$ cat src/rtl/am_modulator_pkg.sv
// Shared constants and helpers for the AM modulator slice.
package am_modulator_pkg;

   localparam int AUDIO_W_DEF   = 12;
   localparam int CARRIER_W_DEF = 8;
   localparam int ACC_W         = 23;
   localparam logic signed [ACC_W-1:0] FS = 23'sd524288;

   // True when adding step to addr leaves the 16-entry table, including the
   // degenerate step-of-zero case parked on the last entry.
   function automatic logic phase_wrap(input logic [3:0] addr, input logic [3:0] step);
      logic [4:0] sum;
      sum = {1'b0, addr} + {1'b0, step};
      return sum[4] | ((step == 4'd0) & (addr == 4'd15));
   endfunction

endpackage

$ cat src/rtl/sd_mod1.sv
// First-order sigma-delta modulator: one accumulator, one comparator.
module sd_mod1
   import am_modulator_pkg::*;
#(
   parameter int PROD_W = 21
) (
   input  logic                     clk,
   input  logic                     rst_n,
   input  logic                     valid,
   input  logic signed [PROD_W-1:0] prod,
   output logic                     dout
);

   logic signed [ACC_W-1:0] acc_r;
   logic signed [ACC_W-1:0] acc_next_s;
   logic signed [ACC_W-1:0] prod_ext_s;
   logic signed [ACC_W-1:0] fb_s;
   logic                    dout_r;

   // Next accumulator value: integrate the product minus the fed-back output level.
   always_comb begin
      prod_ext_s = {{(ACC_W-PROD_W){prod[PROD_W-1]}}, prod};
      fb_s       = dout_r ? FS : -FS;
      acc_next_s = acc_r + prod_ext_s - fb_s;
   end

   // Accumulator and output bit advance only on valid products; otherwise they hold.
   always_ff @(posedge clk) begin
      if (!rst_n) begin
         acc_r  <= '0;
         dout_r <= 1'b0;
      end else if (valid) begin
         acc_r  <= acc_next_s;
         dout_r <= ~acc_next_s[ACC_W-1];
      end else begin
         acc_r  <= acc_r;
         dout_r <= dout_r;
      end
   end

   assign dout = dout_r;

endmodule

$ cat src/rtl/am_modulator.sv
// AM modulator: phase accumulator for an external cosine table, one-entry audio
// buffer consumed once per carrier period, product stage and 1-bit sigma-delta output.
module am_modulator
   import am_modulator_pkg::*;
#(
   parameter int AUDIO_W   = AUDIO_W_DEF,
   parameter int CARRIER_W = CARRIER_W_DEF
) (
   input  logic                        clk,
   input  logic                        rst_n,
   input  logic                        en,
   input  logic [3:0]                  phase_step,
   output logic [3:0]                  phase_addr,
   input  logic signed [CARRIER_W-1:0] carrier_in,
   input  logic signed [AUDIO_W-1:0]   audio_in,
   input  logic                        audio_valid,
   output logic                        audio_ready,
   input  logic [1:0]                  depth_shift,
   input  logic                        clear_status,
   output logic                        underrun,
   output logic                        dout
);

   localparam int PROD_W = CARRIER_W + AUDIO_W + 1;
   localparam logic [AUDIO_W-1:0] MID = {1'b1, {(AUDIO_W-1){1'b0}}};

   logic [3:0]                phase_r;
   logic                      wrap_s;
   logic                      ready_s;
   logic                      capture_s;
   logic signed [AUDIO_W-1:0] hold_r;
   logic                      hold_full_r;
   logic signed [AUDIO_W-1:0] shifted_s;
   logic [AUDIO_W-1:0]        env_next_s;
   logic [AUDIO_W-1:0]        env_r;
   logic                      underrun_r;
   logic                      v_addr_r;
   logic                      v_car_r;
   logic                      v_prod_r;
   logic signed [PROD_W-1:0]  prod_s;
   logic signed [PROD_W-1:0]  prod_r;

   // Wrap detection, handshake and the offset-binary envelope candidate.
   always_comb begin
      wrap_s     = en & phase_wrap(phase_r, phase_step);
      ready_s    = rst_n & (~hold_full_r | wrap_s);
      capture_s  = audio_valid & ready_s;
      shifted_s  = hold_r >>> depth_shift;
      env_next_s = $unsigned(shifted_s) + MID;
      prod_s     = PROD_W'(carrier_in) * PROD_W'($signed({1'b0, env_r}));
   end

   // Phase accumulator and the valid bits that follow each address through the table and multiplier.
   always_ff @(posedge clk) begin
      if (!rst_n) begin
         phase_r  <= 4'd0;
         v_addr_r <= 1'b0;
         v_car_r  <= 1'b0;
         v_prod_r <= 1'b0;
      end else begin
         phase_r  <= en ? (phase_r + phase_step) : phase_r;
         v_addr_r <= en;
         v_car_r  <= v_addr_r & en;
         v_prod_r <= v_car_r & en;
      end
   end

   // Holding register, envelope load on wrap, and the sticky underrun flag (set beats clear).
   always_ff @(posedge clk) begin
      if (!rst_n) begin
         hold_r      <= '0;
         hold_full_r <= 1'b0;
         env_r       <= MID;
         underrun_r  <= 1'b0;
      end else begin
         hold_r <= capture_s ? audio_in : hold_r;
         if (capture_s) begin
            hold_full_r <= 1'b1;
         end else if (wrap_s) begin
            hold_full_r <= 1'b0;
         end else begin
            hold_full_r <= hold_full_r;
         end
         env_r <= (wrap_s && hold_full_r) ? env_next_s : env_r;
         if (wrap_s && !hold_full_r) begin
            underrun_r <= 1'b1;
         end else if (clear_status) begin
            underrun_r <= 1'b0;
         end else begin
            underrun_r <= underrun_r;
         end
      end
   end

   // Registered carrier-times-envelope product.
   always_ff @(posedge clk) begin
      if (!rst_n) begin
         prod_r <= '0;
      end else begin
         prod_r <= en ? prod_s : prod_r;
      end
   end

   sd_mod1 #(
      .PROD_W (PROD_W)
   ) u_sd_mod1 (
      .clk   (clk),
      .rst_n (rst_n),
      .valid (v_prod_r & en),
      .prod  (prod_r),
      .dout  (dout)
   );

   assign phase_addr  = phase_r;
   assign audio_ready = ready_s;
   assign underrun    = underrun_r;

endmodule

$ cat config.mk
export PLATFORM = sky130hd
export DESIGN_NAME = am_modulator
export DESIGN_NICKNAME = d
export VERILOG_FILES = /design/src/rtl/am_modulator_pkg.sv /design/src/rtl/sd_mod1.sv /design/src/rtl/am_modulator.sv
export SDC_FILE = /design/constraint.sdc
export NUM_CORES = 1
export LEC_CHECK = 0
export BUFFER_PORTS_ARGS = -buffer_cell sky130_fd_sc_hd__clkbuf_2
export CAP_MARGIN = 0
export CORE_AREA = 2 2 146 148
export CTS_CLUSTER_SIZE = 8
export DETAILED_ROUTE_END_ITERATION = 16
export DIE_AREA = 0 0 148 150
export SETUP_SLACK_MARGIN = 0.05
export SLEW_MARGIN = 30
export SYNTH_ARGS = -nofsm -noshare
export SYNTH_HDL_FRONTEND = slang
export SYNTH_HIERARCHICAL = 1
export SYNTH_SLANG_ARGS = --single-unit
$ cat constraint.sdc
create_clock -name clk -period 4.9 [get_ports clk]
set_clock_uncertainty 0.05 [all_clocks]
set_input_delay 0.98 -clock clk [delete_from_list [all_inputs] [get_ports clk]]
set_output_delay 0.98 -clock clk [all_outputs]
set_load 0.01 [all_outputs]
==> metrics.md <==
| Metric | Value |
|---|---|
| Outcome | `completed` |
| Tcrit/Tclk final | `96.67%` |
| Area share of xor/xnor cells in the synthesized design | `2.617%` |
| Max-cap violations | `0` |
| Fin area | `9569 um2` |
| CTS tree | `yes` |
| Clock Tree Buf Depth | `2` |
| Capture instance of the worst register-to-register path | `prod_r[18]$_SDFFE_PN0P_` |
| Worst path bufs/invs | `6` |
| Worst slew margin | `41.90%` |
| Pleak | `4.553 nW` |
| Final Hold Vio Count | `0` |
| First-pass GRT wire length | `32,010 um` |
| Simple-gate share of the synthesized area | `18.41%` |
| Nets | `roughly 1,200` |
| Area share of fa/ha/maj cells after synthesis | `29.81%` |
| Seq/Total Area, Yosys | `18.66%` |
| Vias per cell | `4.986` |
| Element type at the critical path end | `flop` |
| Largest net degree at the start of global routing | `34` |
| Dpl cell area | `9144 um2` |
| Chip width | `148 um` |
| Setup violations, final | `0` |
| Asr flop ratio synth | `0%` |
| Crit path DAT | `4960 ps` |
| Setup crit start kind | `input port` |
| Cells after Synth | `approximately 990` |
| Vias in the first global route | `6,650` |
| Clock root cell | `clkbuf_16` |
| Die footprint | `22,200 um2` |
| Cts bufs inserted | `9` |
| DRC | `0` |
| R2R Setup Slk | `410 ps` |
| # hold bufs at CTS | `0` |
| Fmax | `0.2111 GHz` |
| Yosys warns | `6` |
| DP Wirelength | `approximately 15,000 um` |
| Antenna cells | `0` |
| Fin cells | `1,326` |
| Crit-path slowest cell | `fa_1` |
| Congestion Overflow GR | `0` |
| WP data required | `5120 ps` |
| Antenna Nets Post-Route | `0` |
| Core Box Area | `20,690 um2` |
| GPL Wtd Cong | `0.8558` |
| Post-Syn Area | `8368 um2` |
| Top-area cell type share of the netlist area | `about a fifth` |
| Share of cells above drive strength 1 | `16.08%` |
| Clock latency at the later pin of the worst-skew pair | `between 300 and 400 ps` |
| Most frequent cells in the layout | `inv_1 (180), ha_1 (90), dfxtp_1 (78)` |
| Peak supply drop | `0.1776 mV` |
| Fillers | `2,085` |
| Register bit total from synthesis | `78` |
| DP Cell Count | `1,307` |
| Clock sinks | `78` |
| Compound-cell area share of the yosys netlist | `approximately an eighth` |
| Iter 0 DRT Violations | `around 330` |
| Register-to-Register Path Depth | `15` |
| Placement Rows | `53` |
| Mapped Avg Cell Area | `8.470 um2` |
| Cell taking the most area after synthesis | `dfxtp_1` |
| RR Startpoint | `env_r[7]$_SDFFE_PN0P_` |
| Worst Path Max Fanout | `8` |
| Worst Setup SP | `carrier_in[7]` |
| Clk slew on worst S/H paths | `70 ps` |
| Synth unique cells | `78` |
| Area growth syn-to-layout | `14.35%` |
| Cell chain of the critical path | `buf_4 > clkinvlp_4 > buf_4 > nor2_1 > fa_1 > inv_1 > fa_1 > inv_1 > fa_1 > ha_1 > ha_1 > buf_4 > and3_1 > a311o_1 > or3b_1 > a31oi_1` |
| Area contributors post-synth | `dfxtp_1 (19%), fa_1 (15%), ha_1 (15%)` |
| H-tree Lvls | `3` |
| IO Port Bufs | `37` |
| Wire per inst | `approximately 14 um` |
| Final Max Slew Viols | `0` |
| WL final | `18,320 um` |
| TNS Setup | `0 ps` |
| Total GRT Usage | `approximately 18%` |
| Antenna violations before repair | `0` |
| Worst path depth | `16` |
| Worst slew pin tran | `between 800 and 900 ps` |
| Final min period | `4737 ps` |
| Largest family of logic cells by synthesized area | `adder cells` |
| Starting density of the core | `40.45%` |
| Synth Flop Type | `dfxtp_1` |
| Delay of the slowest cell on the worst path | `560 ps` |
| Crit path kind | `input port to flop` |
| Die height | `150 um` |
| Type of the tightest min-delay check | `flop to flop` |
| RSZ-0062 raised after global routing | `yes` |
| DR vias | `6,612` |
| Crit path capture | `prod_r[18]$_SDFFE_PN0P_` |
| First-pass DRT Iterations | `5` |
| Syn Nets | `1,180` |
| Post-synth EDFFs | `0` |
| I/O pin cnt | `38` |
| Total power | `0.002259 W` |
| Top Family by Delay on Critical Path | `adder cells` |
| Mux contribution to synthesized area | `about 7%` |
| Most common cell after layout, fill and taps aside | `inv_1` |
| PwrDens | `236.1 nW/um2` |
[per-stage QoR]
stage,hold WS (ps),utilization (%),setup WS (ps)
floorplan,375.0,-,-1.011
global placement,385.6,44.19,-216.7
detailed placement,396.6,44.19,-303.7
CTS,409.0,45.75,61.51
global route,432.8,46.25,-47.34
finish,407.4,46.25,163.2
[cells in the mapped netlist (3+ instances only)]
cell type	n
and3_1	8
nand3b_1	7
nor2_1	67
xor2_1	11
a31oi_1	11
mux4_2	8
o21a_1	6
xnor2_1	14
o21bai_1	3
buf_2	4
buf_6	4
clkbuf_1	28
nand2b_1	15
a21oi_1	41
nand3_1	25
o21ai_1	15
nor3_1	3
o21ai_0	23
ha_1	97
inv_1	181
and2_1	63
or3_1	5
a21o_1	12
a211oi_1	6
nand4_1	9
nand2_1	73
o211ai_1	5
mux2_2	3
o31ai_1	4
fa_1	64
dfxtp_1	78
mux2i_1	36
nor4_1	3
or2_2	5
[cell type report]
class	instances	area, um2	area share (%)
multi-input cells	687	6058	63.31
repair buffers	87	591.8	6.185
clock buffers	10	229.0	2.393
clock inverters	6	93.84	0.9806
well taps	275	344.1	3.596
flip-flops and latches	78	1562	16.32
inverters	183	690.7	7.218
[metal layers]
metal / share of wire (%) / up-vias / global-route usage [%] / wire [um]
li1: - / 3347 / - / -
met1: 47 / 3119 / 23.30 / 8595
met2: 49 / 129 / 31.09 / 8887
met3: 3.5 / 17 / 2.256 / 638
met4: 1.1 / 0 / 3.952 / 201
met5: 0 / - / 0 / 0
[worst min-delay path by stage]
stage | from | end | slack (ps) | cells after the start
6_report | u_sd_mod1/acc_r[16]$_SDFFE_PN0P_ | u_sd_mod1/acc_r[16]$_SDFFE_PN0P_ | 410 | 2
5_1_grt | prod_r[11]$_SDFFE_PN0P_ | prod_r[11]$_SDFFE_PN0P_ | 430 | 2
4_1_cts | prod_r[11]$_SDFFE_PN0P_ | prod_r[11]$_SDFFE_PN0P_ | 410 | 2
3_5_place_dp | prod_r[11]$_SDFFE_PN0P_ | prod_r[11]$_SDFFE_PN0P_ | 400 | 2
3_3_place_gp | u_sd_mod1/acc_r[14]$_SDFFE_PN0P_ | u_sd_mod1/acc_r[14]$_SDFFE_PN0P_ | 390 | 2
2_1_floorplan | prod_r[14]$_SDFFE_PN0P_ | prod_r[14]$_SDFFE_PN0P_ | 380 | 2
[state kept, by name (all words and copies together), names as in the netlist]
| signal | cells |
|---|---|
| prod_r | 21 |
| underrun | 1 |
| hold_full_r | 1 |
| env_r | 12 |
| phase_addr | 4 |
| v_car_r | 1 |
| u_sd_mod1/dout | 1 |
| u_sd_mod1/acc_r | 23 |
| hold_r | 12 |
| v_prod_r | 1 |
| v_addr_r | 1 |
[kinds of logic after synthesis]
kind of cell	Yosys count
AOI/OAI and AO/OA	155
xor gates and xnor gates	25
adders and majority gates	161
buffers and inverters	223
DFF	78
muxes	48
and+or+nand+nor	298
[worst reg2reg max path, delay by kind of cell (launching register included)]
family / cells / cell delay [ps]
adders and majority gates: 5 / 2280
AOI/OAI and AO/OA: 4 / 740
DFF: 1 / 540
and+or+nand+nor: 3 / 640
buffers and inverters: 3 / 140
[timing repair]
| action | CTS | global route |
|---|---|---|
| setup endpoints to repair | 0 | 8 |
| buffers inserted | 0 | 3 |
| resized for setup | 0 | 36 |
[power breakdown]
part / leakage (nW) / switching, W / internal [W] / total [W]
Clock: 0.153 / 0.000293 / 0.000450 / 0.000743
Combinational: 3.77 / 0.000454 / 0.000369 / 0.000823
Sequential: 0.635 / 0.0000275 / 0.000665 / 0.000693
Total: 4.55 / 0.000774 / 0.00148 / 0.00226
Note: power is estimated with default switching activity, not from simulation.
